<file path="src/rtl/shot_pkg.sv">
// rtl/shot_pkg.sv - shared types and constants for the shot generator
//
// Holds the controller state enum, the fixed goal dimensions and the LFSR
// feedback tap mask plus its next-state helper.
package shot_pkg;

    typedef enum logic [2:0] {
        ST_IDLE   = 3'd0,
        ST_AIM    = 3'd1,
        ST_FLIGHT = 3'd2,
        ST_JUDGE  = 3'd3,
        ST_DONE   = 3'd4
    } shot_state_t;

    localparam int GOAL_W = 512;
    localparam int GOAL_H = 256;

    // Taps 16,14,13,11 -> bits 15,13,12,10 of the shift register.
    localparam logic [15:0] LFSR_TAPS = 16'hB400;

    function automatic logic [15:0] lfsr_next(input logic [15:0] s);
        return {s[14:0], ^(s & LFSR_TAPS)};
    endfunction

endpackage

</file>
<file path="src/rtl/lfsr16.sv">
// rtl/lfsr16.sv - free-running 16-bit Fibonacci LFSR
//
// Ports:
//   clk  in   system clock
//   rst  in   asynchronous active-low reset, loads SEED
//   q    out  current register value, advances every clock
module lfsr16
    import shot_pkg::*;
#(
    parameter logic [15:0] SEED = 16'hACE1
) (
    input  logic        clk,
    input  logic        rst,
    output logic [15:0] q
);

    always_ff @(posedge clk or negedge rst) begin
        if (!rst) begin
            q <= SEED;
        end else begin
            q <= lfsr_next(q);
        end
    end

endmodule

</file>
<file path="src/rtl/shot_ctl.sv">
// rtl/shot_ctl.sv - solo-mode shot generator, ball animator and goal/save judge
//
// Ports:
//   clk                       in   system clock (pixel domain)
//   rst                       in   asynchronous active-low reset
//   vsync                     in   frame sync, rising edge = one frame tick
//   round_start               in   one-cycle request for a new shot
//   gloves_xpos/gloves_ypos   in   glove centre, sampled when judging
//   shot_xpos/shot_ypos       out  chosen target, held for the round
//   ball_xpos/ball_ypos       out  animated ball centre
//   ball_visible              out  draw-ball enable
//   is_scored                 out  round result, held until next round starts
//   round_done                out  one-cycle pulse when is_scored is valid
module shot_ctl
    import shot_pkg::*;
#(
    parameter int          GOAL_X_MIN  = 256,
    parameter int          GOAL_Y_MIN  = 160,
    parameter int          BALL_X0     = 512,
    parameter int          BALL_Y0     = 700,
    parameter int          FLIGHT_LOG2 = 6,
    parameter int          SAVE_RADIUS = 48,
    parameter logic [15:0] LFSR_SEED   = 16'hACE1
) (
    input  logic        clk,
    input  logic        rst,
    input  logic        vsync,
    input  logic        round_start,
    input  logic [11:0] gloves_xpos,
    input  logic [11:0] gloves_ypos,
    output logic [11:0] shot_xpos,
    output logic [11:0] shot_ypos,
    output logic [11:0] ball_xpos,
    output logic [11:0] ball_ypos,
    output logic        ball_visible,
    output logic        is_scored,
    output logic        round_done
);

    // Product width: 13-bit signed delta times (FLIGHT_LOG2+1)-bit frame count.
    localparam int                 PW     = 14 + FLIGHT_LOG2;
    localparam logic [FLIGHT_LOG2:0] K_LAST = {1'b1, {FLIGHT_LOG2{1'b0}}};

    logic [15:0]          lfsr_q;
    logic                 vsync_q;
    shot_state_t          state_q;
    logic [FLIGHT_LOG2:0] k_q;
    logic [11:0]          shot_x_q, shot_y_q;
    logic [11:0]          ball_x_q, ball_y_q;
    logic                 visible_q, scored_q, done_q;

    lfsr16 #(.SEED(LFSR_SEED)) u_lfsr (
        .clk (clk),
        .rst (rst),
        .q   (lfsr_q)
    );

    logic                 tick;
    logic [FLIGHT_LOG2:0] k_d;
    logic [11:0]          shot_x_d, shot_y_d;
    logic signed [12:0]   dshot_x, dshot_y;
    logic signed [PW-1:0] prod_x, prod_y, step_x, step_y;
    logic [11:0]          ball_x_d, ball_y_d;
    logic signed [12:0]   dglove_x, dglove_y;
    logic [12:0]          adist_x, adist_y;
    logic                 saved;

    always_comb begin
        tick     = vsync & ~vsync_q;
        k_d      = k_q + 1'b1;

        // Target inside the goal: low LFSR bits span the width, high bits the height.
        shot_x_d = 12'(GOAL_X_MIN) + 12'(lfsr_q & 16'(GOAL_W - 1));
        shot_y_d = 12'(GOAL_Y_MIN) + 12'((lfsr_q >> 8) & 16'(GOAL_H - 1));

        // Linear interpolation from the spot using the frame count after this tick,
        // so the last tick lands exactly on the target.
        dshot_x  = $signed({1'b0, shot_x_q} - 13'(BALL_X0));
        dshot_y  = $signed({1'b0, shot_y_q} - 13'(BALL_Y0));
        prod_x   = PW'(dshot_x) * PW'($signed({1'b0, k_d}));
        prod_y   = PW'(dshot_y) * PW'($signed({1'b0, k_d}));
        step_x   = prod_x >>> FLIGHT_LOG2;
        step_y   = prod_y >>> FLIGHT_LOG2;
        ball_x_d = 12'(BALL_X0) + step_x[11:0];
        ball_y_d = 12'(BALL_Y0) + step_y[11:0];

        dglove_x = $signed({1'b0, gloves_xpos} - {1'b0, shot_x_q});
        dglove_y = $signed({1'b0, gloves_ypos} - {1'b0, shot_y_q});
        adist_x  = dglove_x[12] ? 13'(-dglove_x) : 13'(dglove_x);
        adist_y  = dglove_y[12] ? 13'(-dglove_y) : 13'(dglove_y);
        saved    = (adist_x <= 13'(SAVE_RADIUS)) && (adist_y <= 13'(SAVE_RADIUS));
    end

    always_ff @(posedge clk or negedge rst) begin
        if (!rst) begin
            state_q   <= ST_IDLE;
            vsync_q   <= 1'b0;
            k_q       <= '0;
            shot_x_q  <= '0;
            shot_y_q  <= '0;
            ball_x_q  <= 12'(BALL_X0);
            ball_y_q  <= 12'(BALL_Y0);
            visible_q <= 1'b0;
            scored_q  <= 1'b0;
            done_q    <= 1'b0;
        end else begin
            vsync_q <= vsync;
            done_q  <= 1'b0;
            case (state_q)
                ST_IDLE: begin
                    if (round_start) begin
                        state_q <= ST_AIM;
                    end
                end
                ST_AIM: begin
                    shot_x_q  <= shot_x_d;
                    shot_y_q  <= shot_y_d;
                    k_q       <= '0;
                    ball_x_q  <= 12'(BALL_X0);
                    ball_y_q  <= 12'(BALL_Y0);
                    visible_q <= 1'b1;
                    state_q   <= ST_FLIGHT;
                end
                ST_FLIGHT: begin
                    if (tick) begin
                        k_q      <= k_d;
                        ball_x_q <= ball_x_d;
                        ball_y_q <= ball_y_d;
                        if (k_d == K_LAST) begin
                            state_q <= ST_JUDGE;
                        end
                    end
                end
                ST_JUDGE: begin
                    scored_q <= ~saved;
                    done_q   <= 1'b1;
                    state_q  <= ST_DONE;
                end
                ST_DONE: begin
                    if (round_start) begin
                        scored_q  <= 1'b0;
                        visible_q <= 1'b0;
                        state_q   <= ST_AIM;
                    end
                end
                default: state_q <= ST_IDLE;
            endcase
        end
    end

    assign shot_xpos    = shot_x_q;
    assign shot_ypos    = shot_y_q;
    assign ball_xpos    = ball_x_q;
    assign ball_ypos    = ball_y_q;
    assign ball_visible = visible_q;
    assign is_scored    = scored_q;
    assign round_done   = done_q;

endmodule

</file>
<file path="config.mk">
export PLATFORM = sky130hd
export DESIGN_NAME = shot_ctl
export DESIGN_NICKNAME = d
export VERILOG_FILES = /design/src/rtl/shot_pkg.sv /design/src/rtl/lfsr16.sv /design/src/rtl/shot_ctl.sv
export SDC_FILE = /design/constraint.sdc
export NUM_CORES = 1
export LEC_CHECK = 0
export ABC_AREA = 1
export ABC_CLOCK_PERIOD_IN_PS = 8600
export CORE_ASPECT_RATIO = 1.25
export CORE_MARGIN = 5
export CORE_UTILIZATION = 40
export DETAILED_ROUTE_END_ITERATION = 8
export PLACE_DENSITY = 0.67
export REMOVE_ABC_BUFFERS = 1
export SLEW_MARGIN = 20
export SYNTH_ARGS = -nofsm -noshare
export SYNTH_HDL_FRONTEND = slang
export SYNTH_SLANG_ARGS = --single-unit
</file>
<file path="constraint.sdc">
create_clock -name clk -period 8.6 [get_ports clk]
set_clock_uncertainty 0.1 [all_clocks]
set_input_delay 1.72 -clock clk [delete_from_list [all_inputs] [get_ports clk]]
set_output_delay 1.72 -clock clk [all_outputs]
set_load 0.005 [all_outputs]
</file>
==> summary.txt <==
Run status
  – Status: finished, final reports clean

Worst setup path
  – Critical Path Fanout Max: 21
  – Crit-path slowest cell: dfrtp_1
  – CP dominant cell by count: nand2_1
  – CP Launch Type: register
  – Max incr delay on CP: 0.86 ns
  – CP endpoint kind: register
  – WP data required: 8.74 ns
  – Crit path DAT: 7.24 ns
  – Worst setup path class: register to register

Clocking
  – PostCTS Resize Cnt: 0
  – # hold bufs at CTS: 0
  – Post-CTS setup buffers: 0
  – Worst-path clk slew: 0.06 ns
  – CTS Buf Count: 9
  – CTS tree: done
  – Clk_lat worst skew: 0.36 ns
  – Clock root buffer: clkbuf_16
  – CTS Buffer Depth: 2
  – Clock sink count: 72
  – H-tree depth: 3

Routing
  – WL/cell: 13.98 um
  – Detail Route Antenna Nets: 0
  – Number of remaining DRC errors: 0
  – Total wire length: 24650 um
  – Vias per cell: 4.908
  – Via count: 8657
  – Initial DRC Count: 505
  – First-pass DRT Iterations: 5

Timing
  – Slew Limit Fails: 0
  – Max_slew headroom: 36.41%
  – RSZ-0062 raised after global routing: no
  – Setup TNS: 0 ns
  – Worst slew pin tran: 0.9539 ns
  – Final period utilization: 82.62%
  – Final setup viols: 0
  – Fmax: 0.1407 GHz
  – Final Hold Viols: 0
  – Final Critical Period: 7.105 ns

Power and ir drop
  – Register share of total power: 15.4%
  – P_int: 0.001535 W
  – Lkg Pwr: 5.957 nW
  – VDD IR max: 0.0002031 V
  – Clock share of power: 12.1%
  – Fraction of power spent switching nets: 51.71%
  – Pwr per Cell Area: 280.6 nW/um^2
  – Switching Power: 0.001644 W
  – Comb pwr share: 72.5%

Layout
  – Antenna cells: 0
  – Area Overhead vs Synth: 13.78%
  – Fraction of layout instances using a drive strength above 1: 4.324%
  – Final Core Density: 46.25%
  – Final nets: 1658

Hold path
  – Hold WC Path Type: register to register

Global route
  – Initial antenna violation count: 0
  – Overall Global Routing Usage: 18.77%
  – GRT overflow: 0
  – Number of global-route vias before repair: 9103
  – First-pass GRT wire length: 42710 um
  – Largest net degree at the start of global routing: 73

Floorplan
  – CORE AREA: 24500 sq um
  – Width of the die: 151.1 um
  – I/O pins: 79
  – Die area: 28170 sq um
  – Row count: 64
  – Die Y: 186.4 um
  – Starting Density: 40.65%

Synthesis
  – Top cell types by occurrence after synthesis: inv_1, nand2_1, nor2_1
  – Register area share after synthesis: 18.28%
  – Cell Area, Synth: 9960 sq um
  – Primary FF master, synth: dfrtp_1
  – Dominant cell type by area after synthesis: fa_1
  – Post-synth EDFFs: 0
  – Synth top area share: 22.11%
  – Synthesized flop and latch total: 72
  – Post-synthesis cell count: 1362
  – Most common cell in the netlist: inv_1
  – Ys async rst share: 100.0%
  – Syn_area_per_cell: 7.312 sq um
  – Syn. warnings: 0
  – Area contributors post-synth: fa_1, dfrtp_1, ha_1
  – Count of different cell masters after synthesis: 41

Placed design
  – Post-DP HPWL: 19990 um
  – # port buffers: 73
  – Gpl congestion: 0.8826

Flow run
  – Max Cap Viol: 0
sequential cells by signal (all words and copies together), names as in the netlist, 3 cells and up:
register,count
u_lfsr.q,16
ball_xpos,12
ball_ypos,12
shot_xpos,9
shot_ypos,9
k_q,7
state_q,3
area by class of cell:
type / instances / area (sq um)
Sequential cell: 72 / 1821
Clock inverter: 6 / 67.56
Inverter: 313 / 1175
Tap cell: 330 / 412.9
Multi-Input combinational cell: 954 / 6854
Fill cell: 2469 / 13170
Timing Repair Buffer: 79 / 773.2
Clock buffer: 10 / 229.0
worst max-delay path, delay by kind of cell, from the launching register on:
family,cells,cell delay [ns]
and+or+nand+nor,13,1.59
DFF,1,0.86
AOI/OAI and AO/OA,4,0.55
buffers and inverters,3,0.20
xor gates and xnor gates,5,0.78
adders and majority gates,7,2.90
kinds of logic after synthesis:
group	after synthesis	share of synthesized area (%)
AOI/OAI and AO/OA	126	6.935
other	1	0.03765
xor gates and xnor gates	47	4.585
and+or+nand+nor	575	23.52
buffers and inverters	340	13.10
adders and majority gates	201	33.54
DFF	72	18.28
power groups by stage:
stage	Sequential [W]	Combinational (W)	Clock, W
2_1_floorplan	0.000475	0.00172	0
3_3_place_gp	0.000494	0.00228	0
3_5_place_dp	0.000495	0.00231	0
4_1_cts	0.000490	0.00234	0.000394
5_1_grt	0.000501	0.00268	0.000408
6_report	0.000490	0.00230	0.000386
per-stage QoR:
stage | instances | power, W | instance area (sq um) | hold slack [ns] | setup WS, ns
CTS | 1764 | 0.003220 | 11330 | 0.2729 | 1.499
finish | 1764 | 0.003180 | 11330 | 0.2743 | 1.495
global route | 1764 | 0.003588 | 11330 | 0.2810 | 0.9024
global placement | 1748 | 0.002769 | 11040 | 0.2590 | 1.744
detailed placement | 1748 | 0.002807 | 11040 | 0.2636 | 1.530
floorplan | 1339 | 0.002196 | 9844 | 0.2540 | 2.020
cell usage in the layout, fill, tap and decap left out, drive strengths merged, types with 3 or more instances in the layout:
cell type,netlist,layout
conb,1,5
a21oi,47,47
nand3,60,60
dfstp,15,15
nor2,180,180
nand3b,5,5
xnor2,18,18
nor3,11,11
clkbuf,18,10
clkdlybuf4s50,0,72
o21ai,54,54
or2,3,3
clkinv,5,7
inv,308,309
ha,91,91
xor2,29,29
buf,9,7
o22ai,10,10
nand2,295,295
dfrtp,57,57
fa,110,110
nand4,18,18
o21bai,5,5
routing by layer:
layer  vias to the layer above  routed length (um)  track usage [%]
li1                       4253                   -                -
met1                      4165                9812            22.12
met2                       188               12820            33.54
met3                        51                1095            2.208
met4                         0                 920            8.758
met5                         -                   0                0
path summary, 6_finish.rpt:
path | from | to | slack [ns] | cells after the start
worst max-delay path | k_q[0]$_DFFE_PN0P_ | ball_xpos[11]$_DFFE_PN0P_ | 1.49 | 32
worst min-delay path | u_lfsr.q[6]$_DFF_PN1_ | u_lfsr.q[7]$_DFF_PN1_ | 0.27 | 0
worst max register to register | k_q[0]$_DFFE_PN0P_ | ball_xpos[11]$_DFFE_PN0P_ | 1.49 | 32
worst min register to register | u_lfsr.q[6]$_DFF_PN1_ | u_lfsr.q[7]$_DFF_PN1_ | 0.27 | 0
max in group asynchronous | rst | ball_xpos[7]$_DFFE_PN0P_ | 6.36 | 1
min in group asynchronous | rst | ball_ypos[1]$_DFFE_PN0P_ | 1.36 | 1
(Power assumes the default switching activity.)
